<file path="config.mk">
export PLATFORM = sky130hd
export DESIGN_NAME = transpose_writeback_buffer
export DESIGN_NICKNAME = d
export VERILOG_FILES = /design/src/rtl/transpose_writeback_buffer.sv
export SDC_FILE = /design/constraint.sdc
export NUM_CORES = 1
export LEC_CHECK = 0
export CAP_MARGIN = 40
export CORE_MARGIN = 3
export CORE_UTILIZATION = 55
export CTS_CLUSTER_SIZE = 30
export DETAILED_ROUTE_END_ITERATION = 10
export PLACE_DENSITY = 0.83
export SETUP_SLACK_MARGIN = 0.1
export SLEW_MARGIN = 20
export SYNTH_ARGS = -nofsm -noshare
export SYNTH_HDL_FRONTEND = slang
export SYNTH_SLANG_ARGS = --single-unit
</file>
<file path="constraint.sdc">
create_clock -name clk -period 23.3 [get_ports clk]
set_input_delay 2.33 -clock clk [delete_from_list [all_inputs] [get_ports clk]]
set_output_delay 2.33 -clock clk [all_outputs]
set_load 0.03 [all_outputs]
</file>
<file path="src/rtl/transpose_writeback_buffer.sv">
// ---------------------------------------------------------------------------
// transpose_writeback_buffer
//   Column-to-row packer for the write-back path. Columns of STENCIL_HEIGHT
//   pixels arrive one per cycle and are collected into one bank of a
//   ping-pong buffer. Once a bank holds FETCH_WIDTH columns (or a flush
//   closes it early) it is drained as STENCIL_HEIGHT memory words of
//   FETCH_WIDTH pixels each, with a lane mask marking the populated columns.
//
// Ports
//   clk, rst    : clock (rising edge), asynchronous active-high reset
//   col_pixels  : input column, pixel r at [r*DATA_WIDTH +: DATA_WIDTH]
//   col_valid   : column valid
//   col_ready   : column accepted when col_valid & col_ready
//   flush       : single-cycle pulse, closes a partially filled bank
//   mem_data    : output word, lane c = column c of row mem_row
//   mem_mask    : lane-valid mask of the output word
//   mem_row     : row index of the output word
//   mem_valid   : output word valid
//   mem_ready   : memory side takes the word when mem_valid & mem_ready
// ---------------------------------------------------------------------------
module transpose_writeback_buffer #(
  parameter  int STENCIL_HEIGHT = 5,
  parameter  int FETCH_WIDTH    = 4,
  parameter  int DATA_WIDTH     = 8,
  localparam int RW = (STENCIL_HEIGHT > 1) ? $clog2(STENCIL_HEIGHT) : 1,
  localparam int WW = (FETCH_WIDTH > 1) ? $clog2(FETCH_WIDTH) : 1,
  localparam int CW = $clog2(FETCH_WIDTH + 1)
) (
  input  logic                                 clk,
  input  logic                                 rst,
  input  logic [STENCIL_HEIGHT*DATA_WIDTH-1:0] col_pixels,
  input  logic                                 col_valid,
  output logic                                 col_ready,
  input  logic                                 flush,
  output logic [FETCH_WIDTH*DATA_WIDTH-1:0]    mem_data,
  output logic [FETCH_WIDTH-1:0]               mem_mask,
  output logic [RW-1:0]                        mem_row,
  output logic                                 mem_valid,
  input  logic                                 mem_ready
);

  // Ping-pong storage: [bank][row][column]
  logic [DATA_WIDTH-1:0] r_bank [0:1][0:STENCIL_HEIGHT-1][0:FETCH_WIDTH-1];
  logic [1:0]            r_full;
  logic [CW-1:0]         r_cols [0:1];
  logic                  r_fill_sel;
  logic [WW-1:0]         r_wcol;
  logic                  r_drain_sel;
  logic [RW-1:0]         r_rrow;

  logic                  w_acc;
  logic                  w_last_col;
  logic                  w_close;
  logic [CW-1:0]         w_close_cols;
  logic                  w_take;
  logic                  w_last_row;
  logic [FETCH_WIDTH:0]  w_mask_ext;

  // Ready depends on registered state only: a bank released this cycle is
  // only offered to the fill side from the next cycle on.
  assign col_ready  = !rst && !r_full[r_fill_sel];
  assign w_acc      = col_valid && col_ready;
  assign w_last_col = w_acc && (r_wcol == WW'(FETCH_WIDTH - 1));

  // A flush on an empty bank (no accept, wcol == 0) is ignored.
  assign w_close = w_last_col || (flush && (w_acc || (r_wcol != '0)));

  always_comb begin
    w_close_cols = CW'(r_wcol);
    if (w_last_col)
      w_close_cols = CW'(FETCH_WIDTH);
    else if (w_acc)
      w_close_cols = CW'(r_wcol) + CW'(1);
  end

  assign mem_valid  = r_full[r_drain_sel];
  assign mem_row    = r_rrow;
  assign w_take     = mem_valid && mem_ready;
  assign w_last_row = (r_rrow == RW'(STENCIL_HEIGHT - 1));

  assign w_mask_ext = ((FETCH_WIDTH+1)'(1) << r_cols[r_drain_sel]) - (FETCH_WIDTH+1)'(1);
  assign mem_mask   = mem_valid ? w_mask_ext[FETCH_WIDTH-1:0] : '0;

  // Lanes beyond the bank's column count read as zero so a partial block
  // never exposes stale pixels from an earlier block.
  for (genvar c = 0; c < FETCH_WIDTH; c++) begin : g_lane
    assign mem_data[c*DATA_WIDTH +: DATA_WIDTH] =
      (mem_valid && (CW'(c) < r_cols[r_drain_sel])) ? r_bank[r_drain_sel][r_rrow][c] : '0;
  end

  always_ff @(posedge clk or posedge rst) begin
    if (rst) begin
      for (int b = 0; b < 2; b++) begin
        for (int r = 0; r < STENCIL_HEIGHT; r++)
          for (int c = 0; c < FETCH_WIDTH; c++)
            r_bank[b][r][c] <= '0;
        r_cols[b] <= '0;
      end
      r_full      <= '0;
      r_fill_sel  <= 1'b0;
      r_wcol      <= '0;
      r_drain_sel <= 1'b0;
      r_rrow      <= '0;
    end else begin
      // Fill side
      if (w_acc)
        for (int r = 0; r < STENCIL_HEIGHT; r++)
          r_bank[r_fill_sel][r][r_wcol] <= col_pixels[r*DATA_WIDTH +: DATA_WIDTH];

      if (w_close) begin
        r_full[r_fill_sel] <= 1'b1;
        r_cols[r_fill_sel] <= w_close_cols;
        r_fill_sel         <= ~r_fill_sel;
        r_wcol             <= '0;
      end else if (w_acc) begin
        r_wcol <= r_wcol + WW'(1);
      end

      // Drain side. A closing fill bank is never full, so it never equals
      // the bank being released here; both flag updates apply independently.
      if (w_take) begin
        if (w_last_row) begin
          r_full[r_drain_sel] <= 1'b0;
          r_drain_sel         <= ~r_drain_sel;
          r_rrow              <= '0;
        end else begin
          r_rrow <= r_rrow + RW'(1);
        end
      end
    end
  end

endmodule

</file>
Yosys cells after proc, flatten, opt, wreduce, memory -nomap -nowiden. Index checks and enable logic that the tools add are counted.

Output and inout port bits: 41. Word-level logic and storage cells: 147. Bits in registers: 335. Bits of input ports: 45.

Multiplexer cells: 50. Bitwise operators: 9. Eq/ne operators: 2. Add/subtract/negate cells: 4. Order comparisons: 14. Shifts and indexed selects: 1. Reductions and logical operators: 20.

Operators with widths (count): $bwmux 320 (5); $demux 160 s1 (5); $mux 160 (4); $mux 128 (1); $bmux 32 s3 (1); $mux 32 (3); $mux 96 (1); $mux 64 (1); $mux 8 (5); $mux 3 (7); $demux 8 s2 (1); $logic_and 1x1->1 (13); $mux 2 (5); $bwmux 6 (1); $lt 1x3->1 const A (2); $lt 2x3->1 const A (2); $mux 1 (6); $ge 2x2->1 const B (2); $ge 4x4->1 const B (1); $lt 1x2->1 const B (2); $mux 4 (1); $not 1->2 (2); $not 3->4 (1); $reduce_bool 2->1 (2); 21 further kinds (26).

Logic depth before layout (Yosys ltp).
Depth in word-level cells: 12. Depth in mapped cells: 8. Depth with buffers taken out: 5.

Worst setup path before layout. OpenSTA, ideal clock, no wires.

Kind: input port to output port. From: in rst. To: out col_ready. Data required time: 20.970 ns. Stages on the path: 1. Path slack: 18.227 ns. Buffers on the path: 0. Data arrival time: 2.743 ns. Cells stage by stage: nor2_1.

Longest elaborated chain between the ends: 2.

Ends and longest elaborated chain: start, declared (line 30) `input logic rst,`; $logic_not 1->1 (no source line); $logic_and 1x1->1 (line 61) `assign col_ready = !rst && !r_full[r_fill_sel];`; end, declared (line 33) `output logic col_ready,`.

Every way passes these cells.

Final worst setup path. Same ends and word-level chain as after synthesis.

==> impl_metrics.ini <==
[floorplan]
die_h_um = 173
start_util_pct = 56.5
fp-row-count = 60
die_w_um = 173
ios = 86
die_area_mm2 = 0.0299
coreArea_mm2 = 0.0272

[layout]
nets = 1172
final_layout_size_suffix_gt1_share_pct = 42.3
final_cells = 1519
synthToLayoutAreaGrowth_pct = 16.3
final_cell_area_mm2 = 0.0178

[clock_network]
clk_pin_slew_ns = 0.05
cts_setup_buffers = 0
cts.sinks = 335
cts_hold_buffers = 0
numCtsBuffers = 37
cts_buffer_depth = 3
clock-root-buffer = clkbuf_16
cts_max_level = 2
cts_tree = built
clk_latency_ns = 0.52
cts_resized = 0

[detailed_routing]
viasPerCell = 6.28
wl_met3_mm = 1.83
wl_per_cell_um = 25.2
drt-met1-wl_mm = 16.4
vias = 9541
firstDrtPassIters = 5
drt_iter0_markers = 913
highest_layer = met5
final_antenna_net_count = 0
finalWirelength_mm = 38.3
wl_met2_mm = 19.0
drcViolationCount = 0

[logic_synthesis]
synth_fp_nets = 1100
synth_area_mm2 = 0.0153
ys_seq_area_share_pct = 54.6
syn_avg_cell_area_um2 = 14.6
synth-async-reset-ratio_pct = 100
ys_ff_latch = 335
synth_ff_type = dfrtp_1
yosys_warnings = 0
synth_top_area_share_pct = 54.6
synth.distinct_cells = 42
synth_cells = 1049
yosys-top-cells-area = dfrtp_1, mux2_2, mux4_2, mux2i_1, o22ai_1
synth_edf_count = 0
synth_top_area_cell = dfrtp_1

[place]
place_hpwl_mm = 23.3
dpl_cell_area_mm2 = 0.0165
dp.cells = 1451
io_buffers = 85
finalWeightedCongestion = 0.770

[timing]
finClkSkew_ns = 0.0149
slew_headroom_pct = 46.9
rsz0062_at_grt = no
finalSetupViolations = 0
fin_setup_tns_ns = 0
hold_viol = 0
drv_slew = 0
fin_crit_sh_pct = 25.8
worstMarginPinSlew_ns = 0.795
layout_min_cycle_time_ns = 6.01
fmax_ghz = 0.167

[min_path]
hp-start = r_bank[122]$_DFFE_PP0P_
hold_class = register to register

[flow_run]
maxCapViolations = 0

[critical_path]
cp_max_fo = 3
r2r_setup_slack_ns = 21.11
r2r_start = r_full[1]$_DFF_PP0_
startpoint_type = input pin
required_ns = 20.97
crit_start = rst
worstSetupPathType = input pin to primary output
cp.arrival_ns = 3.68
crit_path_end_kind = primary output

[grt]
grt.overflow.total = 0
grt_pass1_wl_mm = 59.3
grt_max_degree = 216
track_usage_pct = 25.3
antenna_found_initial = 2
grt_pass1_vias = 9940

[power]
irDropWorstVdd_uv = 64.8
p_leak_uw = 0.00873
power-per-cell-area_mw_per_mm2 = 121
finalPower_uw = 2160

[status]
status = completed
[final timing paths]
kind,end,cells past startpoint
worst max-delay path,col_ready,3
worst min-delay path,r_bank[122]$_DFFE_PP0P_,1
worst max register to register,r_bank[99]$_DFFE_PP0P_,4
worst min register to register,r_bank[122]$_DFFE_PP0P_,1
max in group asynchronous,r_bank[134]$_DFFE_PP0P_,4
min in group asynchronous,mem_row[1]$_DFFE_PP0P_,2
[routing by layer]
metal | up-vias | GRT usage, %
li1 | 4054 | -
met1 | 5123 | 34.6
met2 | 286 | 42.1
met3 | 76 | 3.67
met4 | 2 | 8.24
met5 | - | 0
[synthesized netlist by cell type, types with 2 or more instances]
cell      count
o21a_1        7
mux2i_1      59
nand2_1      18
a211oi_1      6
buf_2        49
nor2_1       29
inv_1        12
o22a_1        6
a221oi_1     14
buf_4         6
nor3_1       12
nand2b_1      6
o22ai_1      41
or2_2         2
ha_1          6
mux4_2       32
dfrtp_1     335
o211a_1       8
clkbuf_1     12
mux2_2      360
mux2_1        4
o21ai_0       4
nand3_1       2
[state kept, by name, indices dropped and copies added (netlist names)]
register     cells
mem_row          3
r_bank         320
r_cols           6
r_drain_sel      1
r_fill_sel       1
r_full           2
r_wcol           2
[cell families after synthesis]
group	Yosys count	share of synthesized area, %
AND/OR/NAND/NOR	75	2.28
multiplexers	456	35.4
adder cells (fa/ha/maj)	6	0.489
buffers and inverters	80	2.50
AO/OA/AOI/OAI	97	4.74
flip-flops	335	54.6
[critical path: stages]
cell	delay [ns]
clkdlybuf4s50_1	0.52
nor2_1	0.15
clkdlybuf4s50_1	0.68
[stage by stage]
step	setup WS [ns]	utilization, %	hold slack [ns]
6_report	17.29	65.7	0.499
5_1_grt	17.17	65.7	0.509
4_1_cts	17.28	65.4	0.497
3_5_place_dp	17.27	60.8	0.483
3_3_place_gp	17.29	60.5	0.472
2_1_floorplan	11.69	-	0.459
[area by class of cell]
class | instances | area, um2
Inverter | 12 | 52.6
Tap cell | 372 | 465
Timing Repair Buffer | 101 | 1060
Multi-Input combinational cell | 634 | 6620
Antenna cell | 1 | 2.50
Fill cell | 1971 | 9330
Clock inverter | 10 | 156
Clock buffer | 54 | 1100
Sequential cell | 335 | 8390
[power by group]
| group | switching (uW) | leakage [uW] | internal [uW] |
|---|---|---|---|
| clock | 228 | 0.000617 | 372 |
| combinational | 387 | 0.00357 | 344 |
| sequential | 89.2 | 0.00455 | 738 |
| total | 704 | 0.00873 | 1450 |
[layout by cell type, fill, tap and decap left out, drive strengths merged, types with 7 or more instances in the layout]
| master | n |
|---|---|
| mux2 | 365 |
| o22ai | 41 |
| nor3 | 12 |
| clkbuf | 54 |
| mux2i | 59 |
| nor2 | 29 |
| mux4 | 32 |
| o211a | 8 |
| inv | 13 |
| nand2 | 18 |
| dfrtp | 335 |
| a221oi | 14 |
| o21a | 7 |
| clkdlybuf4s50 | 85 |
| buf | 16 |
Note: power is estimated with default switching activity, not from simulation.
